### src/rtl/rmii_rx_framer_if.sv
// rmii_rx_framer_if: RMII receive pins plus the framed byte stream toward the MAC buffer.
interface rmii_rx_framer_if;
    logic        crs_dv;
    logic [1:0]  rx_d;
    logic        rx_er;
    logic [7:0]  rx_data;
    logic        rx_valid;
    logic        rx_sof;
    logic        rx_eof;
    logic        rx_err;
    logic [10:0] rx_len;
    logic        rx_drop;
    modport master (input crs_dv, rx_d, rx_er, output rx_data, rx_valid, rx_sof, rx_eof, rx_err, rx_len, rx_drop);
    modport slave (output crs_dv, rx_d, rx_er, input rx_data, rx_valid, rx_sof, rx_eof, rx_err, rx_len, rx_drop);
endinterface

### src/rtl/rmii_rx_framer.sv
// rmii_rx_framer: strips preamble/SFD from RMII dibits and emits bytes with sof/eof/err/len framing.
module rmii_rx_framer #(
    parameter int MAX_FRAME_LEN = 1518,
    parameter int MIN_FRAME_LEN = 64,
    parameter int PREAMBLE_MIN  = 8
) (
    input logic clk,
    input logic rst,
    rmii_rx_framer_if.master bus
);
    localparam logic [10:0] MAX_LEN = 11'(MAX_FRAME_LEN);
    localparam logic [10:0] MIN_LEN = 11'(MIN_FRAME_LEN);
    localparam logic [3:0]  PRE_MIN = 4'(PREAMBLE_MIN);
    typedef enum logic [1:0] {IDLE, PRE, DATA, DROP} state_t;
    state_t      state, state_n;
    logic        s_dv, s_er, valid;
    logic [1:0]  s_d;
    logic [3:0]  pre_cnt, pre_cnt_n;
    logic [1:0]  dib_idx, dib_idx_n;
    logic [7:0]  byte_sr, byte_sr_n, hold, hold_n, shifted;
    logic [10:0] byte_cnt, byte_cnt_n;
    logic        err, err_n;
    logic [7:0]  data_q, data_n;
    logic [10:0] len_q, len_n;
    logic        valid_q, valid_n, sof_q, sof_n, eof_q, eof_n, perr_q, perr_n, drop_q, drop_n;
    // crs_dv toggles at carrier loss, so a dibit stays valid if either its own or the next crs_dv is high
    assign valid   = s_dv | bus.crs_dv;
    assign shifted = {s_d, byte_sr[7:2]};
    always_ff @(posedge clk or posedge rst) begin
        if (rst) begin
            {s_dv, s_d, s_er} <= '0;
            state    <= IDLE;
            pre_cnt  <= '0;
            dib_idx  <= '0;
            byte_sr  <= '0;
            hold     <= '0;
            byte_cnt <= '0;
            err      <= 1'b0;
            {data_q, len_q, valid_q, sof_q, eof_q, perr_q, drop_q} <= '0;
        end else begin
            {s_dv, s_d, s_er} <= {bus.crs_dv, bus.rx_d, bus.rx_er};
            state    <= state_n;
            pre_cnt  <= pre_cnt_n;
            dib_idx  <= dib_idx_n;
            byte_sr  <= byte_sr_n;
            hold     <= hold_n;
            byte_cnt <= byte_cnt_n;
            err      <= err_n;
            {data_q, len_q, valid_q, sof_q, eof_q, perr_q, drop_q} <=
                {data_n, len_n, valid_n, sof_n, eof_n, perr_n, drop_n};
        end
    end
    always_comb begin
        state_n    = state;
        pre_cnt_n  = pre_cnt;
        dib_idx_n  = dib_idx;
        byte_sr_n  = byte_sr;
        hold_n     = hold;
        byte_cnt_n = byte_cnt;
        err_n      = err;
        data_n     = data_q;
        len_n      = len_q;
        sof_n      = sof_q;
        eof_n      = eof_q;
        perr_n     = perr_q;
        valid_n    = 1'b0;
        drop_n     = 1'b0;
        case (state)
            IDLE: begin
                byte_cnt_n = '0;
                if (valid && s_d == 2'b01) begin
                    state_n   = PRE;
                    pre_cnt_n = 4'd1;
                end else if (valid && s_d != 2'b00) begin
                    state_n = DROP;
                end
            end
            PRE: begin
                if (!valid) begin
                    state_n = IDLE;
                    drop_n  = 1'b1;
                end else if (s_d == 2'b01) begin
                    pre_cnt_n = (pre_cnt == 4'd15) ? pre_cnt : pre_cnt + 4'd1;
                end else if (s_d == 2'b11 && pre_cnt >= PRE_MIN) begin
                    state_n    = DATA;
                    dib_idx_n  = '0;
                    byte_cnt_n = '0;
                    err_n      = 1'b0;
                end else begin
                    state_n = DROP;
                end
            end
            DATA: begin
                if (!valid) begin
                    state_n = IDLE;
                    drop_n  = (byte_cnt == '0);
                    valid_n = (byte_cnt != '0);
                    if (byte_cnt != '0) begin
                        data_n = hold;
                        sof_n  = (byte_cnt == 11'd1);
                        eof_n  = 1'b1;
                        len_n  = byte_cnt;
                        perr_n = err | (dib_idx != 2'd0) | (byte_cnt < MIN_LEN);
                    end
                end else begin
                    byte_sr_n = shifted;
                    dib_idx_n = dib_idx + 2'd1;
                    err_n     = err | s_er;
                    // one-byte hold lets the final byte carry eof once carrier drops
                    if (dib_idx == 2'd3) begin
                        hold_n  = shifted;
                        valid_n = (byte_cnt != '0);
                        if (byte_cnt != '0) begin
                            data_n = hold;
                            sof_n  = (byte_cnt == 11'd1);
                            eof_n  = 1'b0;
                            perr_n = 1'b0;
                            len_n  = byte_cnt;
                        end
                        if (byte_cnt == MAX_LEN) begin
                            eof_n   = 1'b1;
                            perr_n  = 1'b1;
                            state_n = DROP;
                        end else begin
                            byte_cnt_n = byte_cnt + 11'd1;
                        end
                    end
                end
            end
            DROP: begin
                if (!valid) begin
                    state_n = IDLE;
                    drop_n  = (byte_cnt == '0);
                end
            end
            default: state_n = IDLE;
        endcase
    end
    assign bus.rx_data  = data_q;
    assign bus.rx_valid = valid_q;
    assign bus.rx_sof   = sof_q;
    assign bus.rx_eof   = eof_q;
    assign bus.rx_err   = perr_q;
    assign bus.rx_len   = len_q;
    assign bus.rx_drop  = drop_q;
endmodule
### src/flat_wrapper.sv
// flat-port wrapper written by rule: the top's interface ports become plain ports
module rmii_rx_framer_flat 
#(
    parameter int MAX_FRAME_LEN = 1518,
    parameter int MIN_FRAME_LEN = 64,
    parameter int PREAMBLE_MIN  = 8
)
  (clk, rst, bus_crs_dv, bus_rx_d, bus_rx_er, bus_rx_data, bus_rx_valid, bus_rx_sof, bus_rx_eof, bus_rx_err, bus_rx_len, bus_rx_drop);
  rmii_rx_framer_if bus_i ();
  input logic clk;
  input logic rst;
  input wire logic [$bits(bus_i.crs_dv)-1:0] bus_crs_dv;
  input wire logic [$bits(bus_i.rx_d)-1:0] bus_rx_d;
  input wire logic [$bits(bus_i.rx_er)-1:0] bus_rx_er;
  output wire logic [$bits(bus_i.rx_data)-1:0] bus_rx_data;
  output wire logic [$bits(bus_i.rx_valid)-1:0] bus_rx_valid;
  output wire logic [$bits(bus_i.rx_sof)-1:0] bus_rx_sof;
  output wire logic [$bits(bus_i.rx_eof)-1:0] bus_rx_eof;
  output wire logic [$bits(bus_i.rx_err)-1:0] bus_rx_err;
  output wire logic [$bits(bus_i.rx_len)-1:0] bus_rx_len;
  output wire logic [$bits(bus_i.rx_drop)-1:0] bus_rx_drop;
  assign bus_i.crs_dv = bus_crs_dv;
  assign bus_i.rx_d = bus_rx_d;
  assign bus_i.rx_er = bus_rx_er;
  assign bus_rx_data = bus_i.rx_data;
  assign bus_rx_valid = bus_i.rx_valid;
  assign bus_rx_sof = bus_i.rx_sof;
  assign bus_rx_eof = bus_i.rx_eof;
  assign bus_rx_err = bus_i.rx_err;
  assign bus_rx_len = bus_i.rx_len;
  assign bus_rx_drop = bus_i.rx_drop;
  rmii_rx_framer #(.MAX_FRAME_LEN(MAX_FRAME_LEN), .MIN_FRAME_LEN(MIN_FRAME_LEN), .PREAMBLE_MIN(PREAMBLE_MIN)) u_core (.clk(clk), .rst(rst), .bus(bus_i));
endmodule
### config.mk
export PLATFORM = sky130hd
export DESIGN_NAME = rmii_rx_framer_flat
export DESIGN_NICKNAME = d
export VERILOG_FILES = /design/src/rtl/rmii_rx_framer_if.sv /design/src/rtl/rmii_rx_framer.sv /design/src/flat_wrapper.sv
export SDC_FILE = /design/constraint.sdc
export NUM_CORES = 1
export LEC_CHECK = 0
export CAP_MARGIN = 10
export CORE_UTILIZATION = 26
export DETAILED_ROUTE_END_ITERATION = 10
export MAX_ROUTING_LAYER = met4
export PLACE_DENSITY = 0.52
export SYNTH_ARGS = -nofsm -noshare
export SYNTH_HDL_FRONTEND = slang
export SYNTH_SLANG_ARGS = --single-unit
### constraint.sdc
create_clock -name clk -period 5.65 [get_ports clk]
set_input_delay 0.565 -clock clk [delete_from_list [all_inputs] [get_ports clk]]
set_output_delay 0.565 -clock clk [all_outputs]
set_load 0.03 [all_outputs]
==> results.py <==
metrics = {
    "clocking": {
        "path_clk_slew_ps": 50,
        "ctsLongestPathBuffers": 2,
        "cts_num_sinks": 62,
        "cts_tree": "yes",
        "ctsResizeCount": 0,
        "numCtsBuffers": 9,
        "cts_setup_buffers": 0,
        "hold_buffers": 0,
        "insertion_delay_ps": 330,
        "cts_root_buf": "clkbuf_16",
        "h-tree-depth": 3,
    },
    "sta": {
        "fin_crit_sh": 0.5337,
        "relSlewSlack": 0.3315,
        "fmax_mhz": 331.7,
        "worst_pin_slew_ps": 1000,
        "fin_skew_ps": 8.334,
        "setup_viol": 0,
        "finalSetupTns_ps": 0,
        "hold_viol": 0,
        "fin_crit_ps": 3015,
        "slew_violations": 0,
        "rsz0062_at_grt": "no",
    },
    "route": {
        "first_iter_violations": 93,
        "via_count": 2180,
        "vias_per_cell": 4.855,
        "wire_per_inst_microns": 14.54,
        "antenna_left": 0,
        "drc": 0,
        "wirelength_microns": 6527,
        "drt-pass1-iter-count": 4,
    },
    "cells_and_area": {
        "stdcell_count": 449,
        "final_common_cell": "dfrtp_1",
        "finalNetCount": 321,
        "diodes": 0,
        "final_cell_mix": "62 x dfrtp_1, 31 x nand2_1, 29 x clkdlybuf4s50_1, 16 x mux2_4, 15 x inv_1",
        "layout-drive-gt1-share": 0.1373,
        "syn_to_final_growth_pct": 22.80,
    },
    "yosys": {
        "synth_nets": 289,
        "synth.avg_cell_area_sq_um": 11.45,
        "async_flop_share": 1.000,
        "synth_area_sq_mm": 0.003079,
        "synth_edf_count": 0,
        "ys_ff_latch": 62,
        "ys_warn_count": 0,
        "synthCells": 269,
        "ys_seq_area_frac": 0.5039,
        "synth_flop_cell": "dfrtp_1",
        "ys_types": 52,
    },
    "critical_path": {
        "path_cells": "clkdlybuf4s50_1 -> nor2_1 -> o21ai_1 -> a21oi_4 -> mux2_1",
        "slowest_stage": "a21oi_4",
        "cp-start-kind": "input pin",
        "critical_path_arrival_ps": 3230,
        "cpPeakStageDelay_ps": 810,
        "critical_path_class": "in -> reg",
        "regToRegSetupSlack_ps": 2870,
        "endpoint_kind": "flip-flop",
        "worstPathRequired_ps": 5860,
        "cp_max_fo": 23,
    },
    "place": {
        "dp_cells": 433,
        "place_congestion": 0.8056,
        "dp_hpwl_microns": 4313,
        "port_buffers": 29,
    },
    "power_and_ir_drop": {
        "switching_power_w": 0.0005572,
        "clock_power_share": 0.312,
        "peakVddDrop_mv": 0.1976,
        "pwr-share-seq": 0.372,
        "p_per_area_mw_per_mm2": 423.6,
        "swShare": 0.3479,
        "p_leak_nw": 1.644,
        "p_int_w": 0.001044,
        "p_comb_frac": 0.315,
    },
    "floorplanning": {
        "die-area_sq_mm": 0.01228,
        "rows": 39,
        "io_pins": 30,
        "initial_core_util": 0.2685,
        "die_y_microns": 110.8,
        "core_sq_mm": 0.01147,
        "die_x_microns": 110.8,
    },
    "grt": {
        "antenna_found_initial": 0,
        "grt_start_max_net_pins": 63,
        "grt_remaining_overflow": 0,
        "grt_pass1_wl_microns": 11140,
        "grt_usage": 0.1186,
        "grt_pass1_vias": 2182,
    },
    "min_path": {
        "hold_class": "reg -> reg",
    },
    "flow_run": {
        "maxCapViolations": 0,
    },
    "run_status": {
        "status": "finished, final reports clean",
    },
}
power by group through the flow:
stage / Combinational (W) / Clock, W / Sequential (W)
finish: 0.000505 / 0.000500 / 0.000596
global route: 0.000563 / 0.000533 / 0.000609
CTS: 0.000511 / 0.000508 / 0.000597
detailed placement: 0.000508 / 0 / 0.000603
global placement: 0.000500 / 0 / 0.000601
floorplan: 0.000300 / 0 / 0.000647
cell usage after synthesis (all sizes together) (3+ instances only):
master / n / area (sq um)
nand2: 31 / 116.4
nand4: 5 / 31.28
nor3: 5 / 36.29
inv: 17 / 63.81
mux2: 28 / 375.4
and4: 4 / 35.03
nand3: 7 / 35.03
clkbuf: 5 / 18.77
nor2: 5 / 18.77
or2: 3 / 18.77
ha: 14 / 175.2
nand2b: 3 / 18.77
o311ai: 3 / 26.28
o22ai: 3 / 18.77
a21oi: 13 / 68.82
dfrtp: 62 / 1551
buf: 4 / 32.53
o21ai: 13 / 65.06
mux2i: 4 / 40.04
o31ai: 4 / 30.03
a31oi: 3 / 18.77
a41oi: 3 / 26.28
metrics by stage:
stage               utilization  total power [W]  setup slack, ps  hold WS [ps]  area (sq um)
CTS                      0.3297         0.001616             2616         480.9          3781
global placement         0.3063         0.001101             2308         456.7          3512
detailed placement       0.3063         0.001111             2253         466.8          3512
finish                   0.3297         0.001602             2635         485.7          3781
global route             0.3297         0.001704             2418         518.2          3781
floorplan                     -        0.0009472             3544         438.6          3079
worst paths after layout:
kind	start	endpoint	depth (start not counted)
setup / recovery	bus_crs_dv	u_core.bus.rx_data[5]$_DFFE_PP0P_	5
hold / removal	u_core.byte_sr[3]$_DFFE_PP0P_	u_core.byte_sr[3]$_DFFE_PP0P_	2
setup reg to reg	u_core.state[0]$_DFFE_PP0P_	u_core.hold[3]$_DFFE_PP0P_	6
hold reg to reg	u_core.byte_sr[3]$_DFFE_PP0P_	u_core.byte_sr[3]$_DFFE_PP0P_	2
max in group asynchronous	rst	u_core.byte_cnt[4]$_DFFE_PP0P_	3
min in group asynchronous	rst	u_core.byte_sr[6]$_DFFE_PP0P_	3
routing by layer:
layer / share of wire / vias up / GRT usage
li1: - / 1053 / -
met4: 0.025 / 0 / 0.06756
met2: 0.44 / 43 / 0.1636
met1: 0.50 / 1072 / 0.1579
met5: 0 / - / -
met3: 0.038 / 12 / 0.02843
cell type report:
type                            instances  area [sq um]
Multi-Input combinational cell        181          1420
Inverter                               17         63.81
Timing Repair Buffer                   30         297.8
Tap cell                              143         178.9
Clock inverter                          4         22.52
Clock buffer                           12         246.5
Fill cell                            1130          7686
Sequential cell                        62          1551
state kept, by name, summed over array words and instances (netlist names):
register / flops
u_core.pre_cnt: 4
u_core.bus.rx_valid: 1
u_core.s_d: 2
u_core.byte_cnt: 11
u_core.s_er: 1
u_core.hold: 8
u_core.bus.rx_len: 11
u_core.dib_idx: 2
u_core.err: 1
u_core.bus.rx_eof: 1
u_core.bus.rx_data: 8
u_core.s_dv: 1
u_core.bus.rx_err: 1
u_core.bus.rx_sof: 1
u_core.byte_sr: 6
u_core.state: 2
u_core.bus.rx_drop: 1
worst max-delay path, delay by kind of cell:
family,cells,cell delay (ps)
AO/OA/AOI/OAI,2,1040
buffers and inverters,1,520
multiplexers,1,380
AND/OR/NAND/NOR,1,710
cell families (layout without fill, tap and decap cells):
| family | Yosys count | in the layout | synth area share |
|---|---|---|---|
| adder cells (fa/ha/maj) | 14 | 14 | 0.05689 |
| XOR/XNOR | 1 | 1 | 0.002845 |
| AND/OR/NAND/NOR | 73 | 73 | 0.1264 |
| flip-flops | 62 | 62 | 0.5039 |
| multiplexers | 32 | 32 | 0.1349 |
| AO/OA/AOI/OAI | 61 | 61 | 0.1378 |
| buffers and inverters | 26 | 63 | 0.03738 |
Note: power is estimated with default switching activity, not from simulation.
